### src/rtl/apb_master_bridge.sv
// Single-outstanding APB3 initiator: valid/ready request in, valid/ready response out,
// with a watchdog that aborts an ACCESS phase whose slave never asserts PREADY.
module apb_master_bridge #(
  parameter int DATA_WIDTH     = 32,
  parameter int ADDR_WIDTH     = 32,
  parameter int TIMEOUT_CYCLES = 16
) (
  input  logic                  clk,
  input  logic                  rst,
  input  logic                  req_valid,
  output logic                  req_ready,
  input  logic                  req_write,
  input  logic [ADDR_WIDTH-1:0] req_addr,
  input  logic [DATA_WIDTH-1:0] req_wdata,
  output logic                  rsp_valid,
  input  logic                  rsp_ready,
  output logic [DATA_WIDTH-1:0] rsp_rdata,
  output logic                  rsp_err,
  output logic                  rsp_timeout,
  output logic [ADDR_WIDTH-1:0] PADDR,
  output logic                  PSEL,
  output logic                  PENABLE,
  output logic                  PWRITE,
  output logic [DATA_WIDTH-1:0] PWDATA,
  input  logic [DATA_WIDTH-1:0] PRDATA,
  input  logic                  PREADY,
  input  logic                  PSLVERR
);

  localparam int WD_W = (TIMEOUT_CYCLES > 0) ? $clog2(TIMEOUT_CYCLES + 1) : 1;
  localparam logic [WD_W-1:0] WD_LAST = WD_W'((TIMEOUT_CYCLES > 0) ? TIMEOUT_CYCLES - 1 : 0);

  typedef enum logic [1:0] {IDLE, SETUP, ACCESS, RESP} state_t;

  state_t                state_q, state_d;
  logic [ADDR_WIDTH-1:0] paddr_q, paddr_d;
  logic [DATA_WIDTH-1:0] pwdata_q, pwdata_d;
  logic                  pwrite_q, pwrite_d;
  logic [DATA_WIDTH-1:0] rdata_q, rdata_d;
  logic                  err_q, err_d;
  logic                  tmo_q, tmo_d;
  logic [WD_W-1:0]       wdog_q, wdog_d;

  always_ff @(posedge clk) begin
    if (rst) begin
      state_q  <= IDLE;
      paddr_q  <= '0;
      pwdata_q <= '0;
      pwrite_q <= 1'b0;
      rdata_q  <= '0;
      err_q    <= 1'b0;
      tmo_q    <= 1'b0;
      wdog_q   <= '0;
    end else begin
      state_q  <= state_d;
      paddr_q  <= paddr_d;
      pwdata_q <= pwdata_d;
      pwrite_q <= pwrite_d;
      rdata_q  <= rdata_d;
      err_q    <= err_d;
      tmo_q    <= tmo_d;
      wdog_q   <= wdog_d;
    end
  end

  always_comb begin
    state_d  = state_q;
    paddr_d  = paddr_q;
    pwdata_d = pwdata_q;
    pwrite_d = pwrite_q;
    rdata_d  = rdata_q;
    err_d    = err_q;
    tmo_d    = tmo_q;
    wdog_d   = wdog_q;
    case (state_q)
      IDLE: begin
        if (req_valid) begin
          paddr_d  = req_addr;
          pwdata_d = req_wdata;
          pwrite_d = req_write;
          wdog_d   = '0;
          state_d  = SETUP;
        end
      end
      SETUP: state_d = ACCESS;
      ACCESS: begin
        // PREADY wins over the watchdog threshold on the same edge.
        if (PREADY) begin
          rdata_d = pwrite_q ? '0 : PRDATA;
          err_d   = PSLVERR;
          tmo_d   = 1'b0;
          state_d = RESP;
        end else if (TIMEOUT_CYCLES != 0 && wdog_q == WD_LAST) begin
          rdata_d = '0;
          err_d   = 1'b1;
          tmo_d   = 1'b1;
          state_d = RESP;
        end else if (TIMEOUT_CYCLES != 0) begin
          wdog_d = wdog_q + WD_W'(1);
        end
      end
      RESP: begin
        if (rsp_ready) state_d = IDLE;
      end
      default: state_d = IDLE;
    endcase
  end

  // Every output is either a register or a decode of the state register.
  assign req_ready   = (state_q == IDLE);
  assign PSEL        = (state_q == SETUP) || (state_q == ACCESS);
  assign PENABLE     = (state_q == ACCESS);
  assign rsp_valid   = (state_q == RESP);
  assign PADDR       = paddr_q;
  assign PWDATA      = pwdata_q;
  assign PWRITE      = pwrite_q;
  assign rsp_rdata   = rdata_q;
  assign rsp_err     = err_q;
  assign rsp_timeout = tmo_q;

endmodule

### config.mk
export PLATFORM = sky130hd
export DESIGN_NAME = apb_master_bridge
export DESIGN_NICKNAME = d
export VERILOG_FILES = /design/src/rtl/apb_master_bridge.sv
export SDC_FILE = /design/constraint.sdc
export NUM_CORES = 1
export LEC_CHECK = 0
export CAP_MARGIN = 30
export CELL_PAD_IN_SITES_DETAIL_PLACEMENT = 0
export CELL_PAD_IN_SITES_GLOBAL_PLACEMENT = 1
export CORE_UTILIZATION = 40
export CTS_BUF_LIST = sky130_fd_sc_hd__clkbuf_16
export DETAILED_ROUTE_END_ITERATION = 12
export DONT_BUFFER_PORTS = 1
export GPL_ROUTABILITY_DRIVEN = 0
export PLACE_DENSITY = 0.83
export SLEW_MARGIN = 30
export SYNTH_ARGS = -nofsm -noshare
export SYNTH_HDL_FRONTEND = slang
export SYNTH_SLANG_ARGS = --single-unit
### constraint.sdc
create_clock -name clk -period 2.75 [get_ports clk]
set_clock_uncertainty 0.05 [all_clocks]
set_input_delay 0.275 -clock clk [delete_from_list [all_inputs] [get_ports clk]]
set_output_delay 0.275 -clock clk [all_outputs]
set_load 0.1 [all_outputs]
[Yosys cells after proc, flatten, opt, wreduce, memory -nomap -nowiden]
Index checks and enable logic that the tools add are counted.
Cells by class
  $add $sub $neg: 1
  equality and inequality tests: 9
  mux-type cells: 15
  reductions and logical operators: 8
Operator list (count)
  two-way mux 32 bit: 3
  two-way mux 5 bit: 3
  case mux 5 bit (2 select lines): 1
  two-way mux 2 bit: 4
  case mux 2 bit (4 select lines): 1
  inequality test 2 bit, second input constant: 3
  adder 5 x 1 -> 5 bit, second input constant: 1
  == test 5 x 4 -> 1 bit, second input constant: 1
  == test 2 bit, second input constant: 2
  AND reduction 2 bit: 2
  AND reduction 4 bit: 1
  nonzero test 2 bit: 2
  two-way mux 1 bit: 3
  inequality test 3 x 1 -> 1 bit, second input constant: 1
  AND reduction 3 bit: 1
  == test 2 x 1 -> 1 bit, second input constant: 1
  zero test 2 bit: 1
  inequality test 2 x 1 -> 1 bit, second input constant: 1
  logical OR 1 bit: 1
Word-level totals
  flip-flop bits (word level): 106
  input port bits: 103
  output and inout port bits: 103
  word-level logic and storage cells: 41

[Longest topological paths before layout]
Gate-level depths: netlist of run 1.
  depth after elaboration: 4
  depth in mapped cells: 7
  gate-level depth less buffers: 6

[Least setup slack after synthesis of run 1]
OpenSTA, ideal clock, no wires.
  path type: register to register
  from: reg state_q[0]
  to: reg wdog_q[3]
  library setup time: 86 ps
  arrival time: 2286 ps
  required time: 2614 ps
  setup slack: 329 ps
  cell stages (with the launch flop): 6
  path buffers: 0
  clock period less this slack: 2421 ps
  cells stage by stage: dfxtp_1 inv_1 ha_1 mux2i_1 or4_1 a211oi_1
On the way
  longest elaborated chain between the ends: 3
  elaborated cells on any way between the ends: 8
  those cells by class: 4 x eq/ne; 1 x mux; 3 x reduce/logical
RTL lines
  start, declared: RTL line 35  | state_t state_q, state_d;
  start signal, assigned: RTL line 55  | state_q <= state_d;
  zero test 2 bit *
  named net req_ready: RTL line 11  | output logic req_ready,
  inequality test 2 bit (no source line) or nonzero test 2 bit (tied branches)
  AND reduction 4 bit (no source line)
  end signal, assigned: RTL line 62  | wdog_q <= wdog_d;
  end, declared: RTL line 42  | logic [WD_W-1:0] wdog_q, wdog_d;
The timed path passes the listed nets; every way through them passes the cells marked *.
A chain may end at the register's enable or synchronous reset.

[Final worst setup path of run 1]
  from: reg wdog_q[0]
  to: reg wdog_q[3]
On the way
  longest elaborated chain between the ends: 4
  elaborated cells on any way between the ends: 7
  those cells by class: 1 x add/sub; 2 x eq/ne; 3 x mux; 1 x reduce/logical
RTL lines
  adder 5 x 1 -> 5 bit: RTL line 99  | wdog_d = wdog_q + WD_W'(1);
  two-way mux 5 bit: RTL line 93  | end else if (TIMEOUT_CYCLES != 0 && wdog_q == WD_LAST) begin
  two-way mux 5 bit: RTL line 88  | if (PREADY) begin
  case mux 5 bit (2 select lines): RTL line 75  | case (state_q)
Several ways; a longest one is shown, not always the timed one. The select of a mux whose other input is x is not followed.

==> results_dict.tcl, run 1 <==
set metrics [dict create \
    outcome "completed" \
    rows 35 \
    final_cell_mix "nand2_1, dfxtp_1, a21oi_1, nor2_1, a32oi_1" \
    fin_setup_tns_ns 0 \
    ys_ff_latch 106 \
    fmax_mhz 492.3 \
    drc 0 \
    diodes 0 \
    rsz0062_at_grt "no" \
    cts_root_buffer "clkbuf_16" \
    die_x_um 100.0 \
    r2r_cells 6 \
    required_ns 2.96 \
    power_frac_seq 0.587 \
    clkPwrFrac 0.199 \
    first_pass_iters 4 \
    slew_headroom 0.3363 \
    hpwl_um 6051 \
    cts.sinks 106 \
    yosys_warnings 0 \
    p_int_w 0.002751 \
    grt_pass1_vias 2899 \
    clk_path_buf_depth 2 \
    switching_power_w 0.003268 \
    wl_per_cell_um 15.51 \
    drive_gt1_frac 0.07543 \
    p_leak_nw 1.537 \
    clk_latency_ns 0.34 \
    numCtsBuffers 9 \
    clkTransAtPathRegs_ns 0.07 \
    critPathArrivalTime_ns 2.24 \
    final_common_cell "nand2_1" \
    p_comb_frac 0.214 \
    syn-num-nets 572 \
    grt_max_degree 107 \
    endpoint_kind "flip-flop" \
    final_core_util 0.4662 \
    io_buffers 0 \
    design.die.area_um2 10010 \
    drv_slew 0 \
    holdPathStages 2 \
    post_cts_resized 0 \
    ys_seq_area_frac 0.5519 \
    antenna_found_initial 0 \
    ctsHtreeMaxLevel 3 \
    vias 3129 \
    setup_ws_ns 0.7185 \
    syn2layout_area_growth_pct 12.56 \
    start_util 0.4142 \
    finalPower_w 0.006019 \
    fin_nets 567 \
    critPathLaunchType "flip-flop" \
    dpl.cell_count 570 \
    crit_fanout 5 \
    hold_viol 0 \
    drt_iter0_markers 114 \
    cts_tree "yes" \
    tightest_slew_ns 0.9941 \
    p_per_area_nw_per_um2 1391 \
    drt-total-wl_um 9197 \
    cap_violations 0 \
    grt_pass1_wl_um 13990 \
    grt_use_total 0.1782 \
    hp-class "in -> reg" \
    die_h_um 100.0 \
    ios 206 \
    setup_viol 0 \
    avgSynthCellArea_um2 8.287 \
    grt_overflow 0 \
    fin_cells 593 \
    drtAntennaViolNets 0 \
    synth_cells 464 \
    via_per_inst 5.277 \
    criticalPathCategory "reg -> reg" \
    swShare 0.5429 \
    synth.distinct_cells 31 \
    synth_area_um2 3845 \
    period_needed_ns 2.031 \
    place_ws_ns 0.7113 \
    coreArea_um2 9284 \
    fin_crit_sh 0.7387 \
    vdd_ir_drop_max_v 0.0004336 \
]
[worst paths after layout]
kind,to,slack (ns),startpoint
setup / recovery,wdog_q[3],0.72,wdog_q[0]
setup reg to reg,wdog_q[3],0.72,wdog_q[0]
hold / removal,PADDR[0],0.01,req_addr[0]
hold reg to reg,PWDATA[30],0.41,PWDATA[30]
[cells by family after synthesis]
logic type | count (synthesis) | share of synthesized area
and+or+nand+nor | 197 | 0.2096
AOI/OAI and AO/OA | 114 | 0.1712
buffers and inverters | 41 | 0.04848
muxes | 1 | 0.002603
adders and majority gates | 5 | 0.01627
DFF | 106 | 0.5519
[metrics by stage]
stage	cell area, um2	hold WS, ns
floorplan	3845	0.3206
global placement	3964	0.3006
detailed placement	3964	0.3022
CTS	4318	0.001324
global route	4328	0.003900
finish	4328	0.01125
[registers in the layout, summed over array words and instances (netlist names)]
| signal | flops |
|---|---|
| PWRITE | 1 |
| rsp_timeout | 1 |
| wdog_q | 5 |
| state_q | 2 |
| rsp_err | 1 |
| PADDR | 32 |
| rsp_rdata | 32 |
| PWDATA | 32 |
[routing by layer]
| layer | vias to the layer above | global-route usage | share of wire |
|---|---|---|---|
| met3 | 18 | 0.05223 | 0.069 |
| met1 | 1436 | 0.1944 | 0.40 |
| met4 | 0 | 0.08696 | 0.023 |
| li1 | 1549 | - | - |
| met5 | - | 0 | 0 |
| met2 | 126 | 0.3162 | 0.51 |
[repair_timing]
action | 4_1_cts | 5_1_grt
hold buffers | 6 | 1
setup buffers | 0 | 0
endpoints found under the hold margin | 106 | 1
[worst max-delay path, stage by stage (launching register included)]
cell and delay, ns:
dfxtp_1 0.33, ha_1 0.21, and3_1 0.18, ha_1 0.22, o21a_1 0.23, or4_1 0.50
a211oi_1 0.22
[cell usage after synthesis]
cell,number,area [um2]
nand3_1,15,75.07
nand4_1,2,12.51
nand2b_1,2,12.51
a32oi_1,18,157.7
buf_4,2,15.01
or3b_1,1,8.760
a211oi_1,3,22.52
buf_6,3,33.78
o21ai_1,1,5.000
nand4b_1,2,17.52
clkbuf_1,26,97.59
nor2b_1,1,6.260
o21ai_0,3,15.01
a31oi_1,1,6.260
a31o_2,1,8.760
and2_2,1,7.510
nor3_1,2,10.01
a21oi_1,84,420.4
nor3b_1,1,7.510
dfxtp_1,106,2122
and3_1,1,6.260
or4_1,2,15.01
o21a_1,1,7.510
nand2_1,146,548.0
buf_1,4,15.01
o31ai_1,2,15.01
nor2_1,21,78.83
inv_1,4,15.01
buf_2,2,10.01
mux2i_1,1,10.01
ha_1,5,62.56
[final cells by class]
class / count / area (um2)
clock buffers: 9 / 225.2
inverters: 4 / 15.01
well taps: 129 / 161.4
fillers: 934 / 4956
repair buffers: 21 / 205.2
multi-input cells: 317 / 1548
clock inverters: 7 / 51.30
flip-flops and latches: 106 / 2122
[power groups by stage]
| stage | combinational (W) | sequential, W | clock [W] |
|---|---|---|---|
| 4_1_cts | 0.00130 | 0.00354 | 0.00124 |
| 5_1_grt | 0.00141 | 0.00357 | 0.00131 |
| 6_report | 0.00129 | 0.00354 | 0.00120 |
| 3_3_place_gp | 0.00122 | 0.00356 | 0 |
| 2_1_floorplan | 0.000994 | 0.00359 | 0 |
| 3_5_place_dp | 0.00126 | 0.00357 | 0 |
(Power assumes the default switching activity.)
==> run 2, diff against run 1 <==
--- a/config.mk
+++ b/config.mk
@@ -8,12 +8,12 @@
 export CAP_MARGIN = 30
 export CELL_PAD_IN_SITES_DETAIL_PLACEMENT = 0
 export CELL_PAD_IN_SITES_GLOBAL_PLACEMENT = 1
-export CORE_UTILIZATION = 40
+export CORE_UTILIZATION = 39
 export CTS_BUF_LIST = sky130_fd_sc_hd__clkbuf_16
 export DETAILED_ROUTE_END_ITERATION = 12
 export DONT_BUFFER_PORTS = 1
 export GPL_ROUTABILITY_DRIVEN = 0
-export PLACE_DENSITY = 0.83
+export PLACE_DENSITY = 0.84
 export SLEW_MARGIN = 30
 export SYNTH_ARGS = -nofsm -noshare
 export SYNTH_HDL_FRONTEND = slang
==> constraint.sdc (replaced) <==
create_clock -name clk -period 1.85 [get_ports clk]
set_clock_uncertainty 0.05 [all_clocks]
set_input_delay 0.185 -clock clk [delete_from_list [all_inputs] [get_ports clk]]
set_output_delay 0.185 -clock clk [all_outputs]
set_load 0.1 [all_outputs]
==> run 2 against run 1 <==
The run now ends with negative hold slack, negative setup slack left. Register-to-register slack got worse by 0.74 ns. Critical path depth up 1. Worst hold slack worse by 0.15 ns. Maximum frequency is 8.8% higher. First-iteration DRC count fell by 4.4%. Highest routed layer unchanged.
==> results_dict.tcl, run 2 (synthesis gave the netlist of run 1 again) <==
set metrics [dict create \
    outcome "complete, but fails checks" \
    violations "negative hold slack, negative setup slack" \
    grt_pass1_wl_um 14620 \
    drive_gt1_frac 0.2608 \
    criticalPathCategory "reg -> reg" \
    drc 0 \
    final_common_cell "nand2_1" \
    drtAntennaViolNets 0 \
    vdd_ir_drop_max_v 0.0008201 \
    drt-total-wl_um 9810 \
    setup_ws_ns -0.01731 \
    cts_root_buffer "clkbuf_16" \
    start_util 0.4084 \
    tightest_slew_ns 0.3300 \
    p_leak_nw 2.057 \
    critPathArrivalTime_ns 2.03 \
    first_pass_iters 4 \
    post_cts_buffers 0 \
    setup_viol 1 \
    io_buffers 0 \
    clk_latency_ns 0.33 \
    clkTransAtPathRegs_ns 0.08 \
    hp-class "in -> reg" \
    slew_headroom 0.7782 \
    antenna_found_initial 0 \
    dpl_cell_area_um2 4760 \
    r2r-start "wdog_q[1]" \
    ios 206 \
    crit_start "wdog_q[1]" \
    ctsHtreeMaxLevel 3 \
    die_h_um 101.3 \
    crit_fanout 20 \
    grt_max_degree 107 \
    cap_violations 0 \
    grt_overflow 0 \
    holdWs_ns -0.1352 \
    coreArea_um2 9415 \
    p_per_area_nw_per_um2 1888 \
    final_area_um2 5115 \
    hold_viol 104 \
    grt_use_total 0.1811 \
    critPathLaunchType "flip-flop" \
    clk_path_buf_depth 2 \
    grt_pass1_vias 3175 \
    rsz0062_at_grt "yes" \
    fin_crit_sh 1.009 \
    drt_iter0_markers 109 \
    hpwl_um 6625 \
    required_ns 2.01 \
    design.die.area_um2 10260 \
    vias 3434 \
    via_per_inst 5.013 \
    diodes 0 \
    rows 35 \
    period_needed_ns 1.867 \
    die_x_um 101.3 \
    worstHoldStart "rst" \
    fmax_mhz 535.5 \
    drv_slew 0 \
    fin_nets 659 \
    final_cell_mix "nand2_1, buf_4, dfxtp_1, a21oi_1, nor2_1" \
    syn2layout_area_growth_pct 33.03 \
    endpoint_kind "flip-flop" \
    numCtsBuffers 9 \
    cts.sinks 106 \
    wl_per_cell_um 14.32 \
    cts_tree "yes" \
    finalPower_w 0.009659 \
]
==> run 2: cell types whose count changed in the layout (fill, tap and decap cells not counted), sizes merged <==
| cell | previous run | this run |
|---|---|---|
| bufinv | 0 | 1 |
| dlygate4sd3 | 6 | 0 |
| buf | 15 | 113 |
| clkinv | 2 | 1 |
==> run 2: cell type report <==
class / instances / area [um2]
multi-input cells: 317 / 1633
clock inverters: 7 / 70.07
flip-flops and latches: 106 / 2125
well taps: 129 / 161.4
fillers: 878 / 4300
repair buffers: 113 / 885.9
inverters: 4 / 15.01
clock buffers: 9 / 225.2
==> run 2: power breakdown <==
part | leakage [nW] | switching [W] | total [W] | internal (W)
Clock | 0.145 | 0.000839 | 0.00189 | 0.00105
Combinational | 1.05 | 0.00396 | 0.00499 | 0.00103
Sequential | 0.865 | 0.000138 | 0.00279 | 0.00265
==> run 2: worst max-delay path: stages (launching register included) <==
cell and delay (ns):
dfxtp_2 0.34, ha_4 0.15, and3_4 0.18, ha_4 0.16
o21a_1 0.19, buf_4 0.21, o31ai_1 0.35, a211oi_2 0.12
==> run 2: repair_timing <==
action | in CTS | in global routing
setup endpoints to repair | 3 | 3
pin swaps | 4 | 3
endpoints found under the hold margin | 106 | 106
resized for setup | 11 | 1
==> run 2: layer usage <==
layer,GRT usage,vias to the layer above,routed length (um),part of all wire
met5,0,-,0,0
met4,0.07246,0,155,0.016
met3,0.04762,14,664,0.068
met2,0.3297,129,4894,0.50
met1,0.2003,1563,4096,0.42
li1,-,1728,-,-
==> run 2: path summary, 6_finish.rpt <==
| kind | depth (start not counted) | end | slack [ns] |
|---|---|---|---|
| worst max-delay path | 7 | wdog_q[2] | -0.02 |
| worst min-delay path | 1 | PADDR[11] | -0.14 |
| worst max register to register | 7 | wdog_q[2] | -0.02 |
| worst min register to register | 2 | rsp_rdata[4] | 0.40 |
==> run 2: metrics by stage <==
| stage | cells | TNS [ns] | util | setup WS (ns) |
|---|---|---|---|---|
| 2_1_floorplan | 464 | -0.05070 | - | -0.05070 |
| 3_3_place_gp | 669 | -0.04773 | 0.5055 | -0.04773 |
| 3_5_place_dp | 669 | -0.1379 | 0.5055 | -0.08233 |
| 4_1_cts | 685 | 0 | 0.5427 | 0.005990 |
| 5_1_grt | 685 | -0.1022 | 0.5433 | -0.1019 |
| 6_report | 685 | -0.01731 | 0.5433 | -0.01731 |
